`config.mk`:
```
export PLATFORM = sky130hd
export DESIGN_NAME = uwire_unloader
export DESIGN_NICKNAME = d
export VERILOG_FILES = /design/src/rtl/uwire_pkg.sv /design/src/rtl/uwire_unloader.sv
export SDC_FILE = /design/constraint.sdc
export NUM_CORES = 1
export LEC_CHECK = 0
export BUFFER_PORTS_ARGS = -buffer_cell sky130_fd_sc_hd__buf_2
export CORE_MARGIN = 10
export CORE_UTILIZATION = 40
export DETAILED_ROUTE_END_ITERATION = 6
export SYNTH_ARGS = -nofsm -noshare
export SYNTH_HDL_FRONTEND = slang
export SYNTH_SLANG_ARGS = --single-unit
```
`constraint.sdc`:
```
create_clock -name clk -period 4.7 [get_ports clk]
set_input_delay 0.94 -clock clk [delete_from_list [all_inputs] [get_ports clk]]
set_output_delay 0.94 -clock clk [all_outputs]
set_load 0.02 [all_outputs]
```
`src/rtl/uwire_pkg.sv`:
```
// Shared definitions for the uwire frame unloader: word width and FSM state type.
package uwire_pkg;

  localparam int UWIRE_WORD_W = 32;

  typedef enum logic {
    IDLE = 1'b0,
    RECV = 1'b1
  } uwire_state_t;

endpackage

```
`src/rtl/uwire_unloader.sv`:
```
// Collects NUM_WORDS received words into a frame (first word in the top slot) and
// publishes the whole frame on q at once; a stalled partial frame is dropped after a timeout.
module uwire_unloader
  import uwire_pkg::*;
#(
  parameter int NUM_WORDS      = 1,
  parameter int TIMEOUT_CYCLES = 1024
) (
  input  logic                                     clk,
  input  logic                                     rst,
  input  logic [UWIRE_WORD_W-1:0]                  d,
  input  logic                                     valid,
  output logic [NUM_WORDS-1:0][UWIRE_WORD_W-1:0]   q,
  output logic                                     done,
  output logic                                     busy,
  output logic                                     timeout_err
);

  localparam int WL     = $clog2(NUM_WORDS + 1) + 1;
  localparam int TW_RAW = $clog2(TIMEOUT_CYCLES + 1);
  localparam int TW     = (TW_RAW < 1) ? 1 : TW_RAW;

  localparam logic [WL-1:0] WL_INIT = WL'(NUM_WORDS - 1);
  localparam logic [TW-1:0] TO_LAST = TW'(TIMEOUT_CYCLES - 1);

  uwire_state_t                             r_state;
  uwire_state_t                             w_state_nxt;
  logic [WL-1:0]                            r_words_left;
  logic [WL-1:0]                            w_words_left_nxt;
  logic [TW-1:0]                            r_to_cnt;
  logic [TW-1:0]                            w_to_cnt_nxt;
  logic [NUM_WORDS-1:0][UWIRE_WORD_W-1:0]   r_buf;
  logic [NUM_WORDS-1:0][UWIRE_WORD_W-1:0]   w_buf_nxt;
  logic [WL-1:0]                            w_slot;
  logic                                     w_complete;
  logic                                     w_drop;

  always_comb begin
    w_state_nxt      = r_state;
    w_words_left_nxt = r_words_left;
    w_to_cnt_nxt     = r_to_cnt;
    w_complete       = 1'b0;
    w_drop           = 1'b0;
    w_slot           = (r_state == IDLE) ? WL_INIT : (r_words_left - WL'(1));

    // Merged view of the buffer so the completing edge can load q with the final word included.
    w_buf_nxt = r_buf;
    if (valid) begin
      for (int i = 0; i < NUM_WORDS; i++) begin
        if (w_slot == WL'(i)) w_buf_nxt[i] = d;
      end
    end

    case (r_state)
      IDLE: begin
        if (valid) begin
          w_to_cnt_nxt = '0;
          if (NUM_WORDS == 1) begin
            w_complete       = 1'b1;
            w_words_left_nxt = '0;
          end else begin
            w_state_nxt      = RECV;
            w_words_left_nxt = WL_INIT;
          end
        end
      end
      RECV: begin
        if (valid) begin
          w_to_cnt_nxt     = '0;
          w_words_left_nxt = r_words_left - WL'(1);
          if (r_words_left == WL'(1)) begin
            w_complete  = 1'b1;
            w_state_nxt = IDLE;
          end
        end else if ((TIMEOUT_CYCLES != 0) && (r_to_cnt == TO_LAST)) begin
          w_drop           = 1'b1;
          w_state_nxt      = IDLE;
          w_to_cnt_nxt     = '0;
          w_words_left_nxt = '0;
        end else begin
          w_to_cnt_nxt = r_to_cnt + TW'(1);
        end
      end
      default: w_state_nxt = IDLE;
    endcase
  end

  always_ff @(posedge clk) begin
    if (rst) begin
      r_state      <= IDLE;
      r_words_left <= '0;
      r_to_cnt     <= '0;
      q            <= '0;
      done         <= 1'b0;
      busy         <= 1'b0;
      timeout_err  <= 1'b0;
    end else begin
      r_state      <= w_state_nxt;
      r_words_left <= w_words_left_nxt;
      r_to_cnt     <= w_to_cnt_nxt;
      done         <= w_complete;
      busy         <= (w_state_nxt == RECV);
      timeout_err  <= w_drop;
      if (w_complete) q <= w_buf_nxt;
    end
  end

  // Assembly buffer carries no control meaning, so it is left out of reset.
  always_ff @(posedge clk) begin
    r_buf <= w_buf_nxt;
  end

endmodule

```
==> run metrics <==
HPWL after DPL=4320 um; layout overhead on the synthesized area=18.9%; Initial Util=41.7%; status=finished clean; gr usage total=11.0%; largest net degree at the start of global routing=49; Post-synth EDFFs=0; maximum vdd drop=0.205 mV; worst-case reg-to-reg path depth=6; CORE AREA=7330 um2; DRC viols=0; IO Pins=70; Max FO, Critical Path=42; clk sinks=80; Internal=989 uW; Top FF cell, synth=dfxtp_1; fmax=416 MHz; CTS Buf Count=9; setup TNS=0 ns; routed wire length=6320 um; Syn Nets=331; worst slew pin tran=1.14 ns; post-synth cell types=38; post-synth design cell area=3050 um2; Fin. Hold Viols=0; CTS Hold Bufs=0; IO Port Bufs=69; share of power burned in registers=54.6%; Hold Path End=r_buf[20]; RSZ-0062 raised after global routing=false; fin worst setup slack=2.30 ns; post-synthesis sequential element count=80; vias in the first global route=2,158; WP data arrival=2.66 ns; pre-CTS setup slack=1.93 ns; Sw Share=27.6%; Max-slew headroom=24.3%; top-area cell type share of the netlist area=52.4%; pwr/cell area=376 nW/um2; CTS root buf=clkbuf_8; Worst Hold Class=reg2reg; crit path time final=2.40 ns; Gate Count Post-Synth=294; warnings from Yosys=0; Die Ht=107 um; CTS tree=built; worst hold path depth=2; placed cell count=447; R2R Setup Slk=2.60 ns; P_sw=376 uW; critical path class=in2reg; leading area contributor after synthesis=dfxtp_1; die extent in x=107 um; Seq/Total Area, Yosys=52.4%; WHS=0.462 ns; initial DRC count=107; Final Skew=0.0152 ns; Setup crit start kind=input pin; Clk Latency, worst-skew pair=0.35 ns; nets@finish=396; wire per inst=13.7 um; leak pwr=1.67 nW; required time worst endpoint=4.96 ns; Post-Syn Area per Cell=10.4 um2; Worst R2R Start=r_words_left[0]; Ant. Diodes=0; Fillers=708; share of total power in combinational logic=12.1%; Worst R2R End=q[26]; Clock Path Buffers=2; vias=2,183; initial antenna violation count=0; CP endpoint kind=flip-flop; global-route wire length before repair=10,300 um; # resized after CTS=0; Layout Cells excl Fill=463; min-delay src=r_buf[20]; Post-synth ARST share=0%; part of the cycle the worst path needs=51.1%; Final Wtd Congestion=0.764; Placed Area=3460 um2; postcts setup bufs=0; Final Setup Violations=0; Slew Limit Fails=0; max cap viols=0; antenna viol nets, final=0; top post-synthesis cells by area=dfxtp_1 (52%), mux2i_1 (11%), a211oi_2 (7.8%); Pre-antenna DRT Iters=4; share of layout cells above drive strength 1=31.3%; Vias/cell=4.71; Max H-tree Level=3; die area=11,500 um2; Worst-path clk slew=0.08 ns; clock power share=33.3%; num rows=31; final instance area=3630 um2; global route total overflow=0
-- stage by stage --
step	utilization [%]	power, mW
floorplan	-	0.876
global placement	47.1	0.926
detailed placement	47.1	0.931
CTS	49.5	1.39
global route	49.5	1.44
finish	49.5	1.37
-- cells in the mapped netlist, types with 2 or more instances --
cell type and number:
dfxtp_1 80, nor2_1 38, inv_1 35, mux2i_1 33, a211oi_2 19, a211oi_1 13, buf_2 6, clkbuf_1 6
nand2_1 6, nand3_1 6, nor3_1 6, a31oi_1 5, or3_1 5, nand4_1 4, a21oi_1 3, and4_2 2
buf_4 2, buf_6 2, ha_1 2, nor2b_1 2, xnor2_1 2
-- cell usage in the layout (no fill, tap or decap), types with 3 or more instances in the layout --
cell type,netlist,routed
dfxtp_1,80,80
buf_2,6,69
nor2_1,38,38
inv_1,35,35
mux2i_1,33,33
a211oi_2,19,19
a211oi_1,13,13
clkbuf_8,0,9
nand2_1,6,6
nand3_1,6,6
nor3_1,6,6
or3_1,5,5
a31oi_1,5,5
nand4_1,4,4
a21oi_1,3,3
inv_6,0,3
-- cells by family (layout without fill, tap and decap cells) --
kind of cell / count (synthesis) / after routing / share of synthesized area (%)
AOI/OAI and AO/OA: 46 / 46 / 15.0
DFF: 80 / 80 / 52.4
buffers and inverters: 53 / 123 / 7.50
and+or+nand+nor: 77 / 77 / 12.6
xor gates and xnor gates: 3 / 3 / 0.860
adders and majority gates: 2 / 2 / 0.819
muxes: 33 / 33 / 10.8
-- sequential cells by signal, indices dropped and copies added, names as in the netlist --
name          count
done              1
r_to_cnt         11
r_buf            32
r_state           1
q                32
timeout_err       1
r_words_left      2
-- power by group through the flow --
stage / clock, mW / combinational [mW] / sequential (mW)
final: 0.454 / 0.165 / 0.746
after floorplan: 0 / 0.0896 / 0.787
after CTS: 0.475 / 0.168 / 0.747
after global routing: 0.504 / 0.183 / 0.751
after global placement: 0 / 0.165 / 0.762
after detailed placement: 0 / 0.168 / 0.762
-- metal layers --
metal | global-route usage (%) | up-vias | part of all wire (%) | wire, um
met1 | 12.9 | 991 | 46 | 2900
met4 | 6.01 | 0 | 1.9 | 118
met3 | 3.95 | 7 | 6.7 | 425
met2 | 17.0 | 49 | 46 | 2880
met5 | 0 | - | 0 | 0
li1 | - | 1136 | - | -
-- critical path: stages --
cell and delay, ns:
buf_2 0.24, a21boi_4 0.61, buf_4 0.54, nor2_1 0.10, a211oi_2 0.20
-- layout make-up --
cell class / count / area [um2] / share of cell area (%)
Clock buffer: 9 / 124 / 3.41
Tap cell: 99 / 124 / 3.41
Clock inverter: 7 / 52.6 / 1.45
Timing Repair Buffer: 71 / 360 / 9.92
Inverter: 36 / 135 / 3.72
Sequential cell: 80 / 1600 / 44.1
Multi-Input combinational cell: 161 / 1230 / 34.0
-- worst max path at each step --
stage	start	to	slack, ns	depth (start not counted)
finish	valid	q[26]	2.30	5
global route	valid	q[23]	2.08	5
CTS	valid	q[29]	2.30	5
detailed placement	valid	q[29]	1.93	5
global placement	valid	q[26]	1.97	5
floorplan	rst	q[10]	2.86	3
Note: power is estimated with default switching activity, not from simulation.
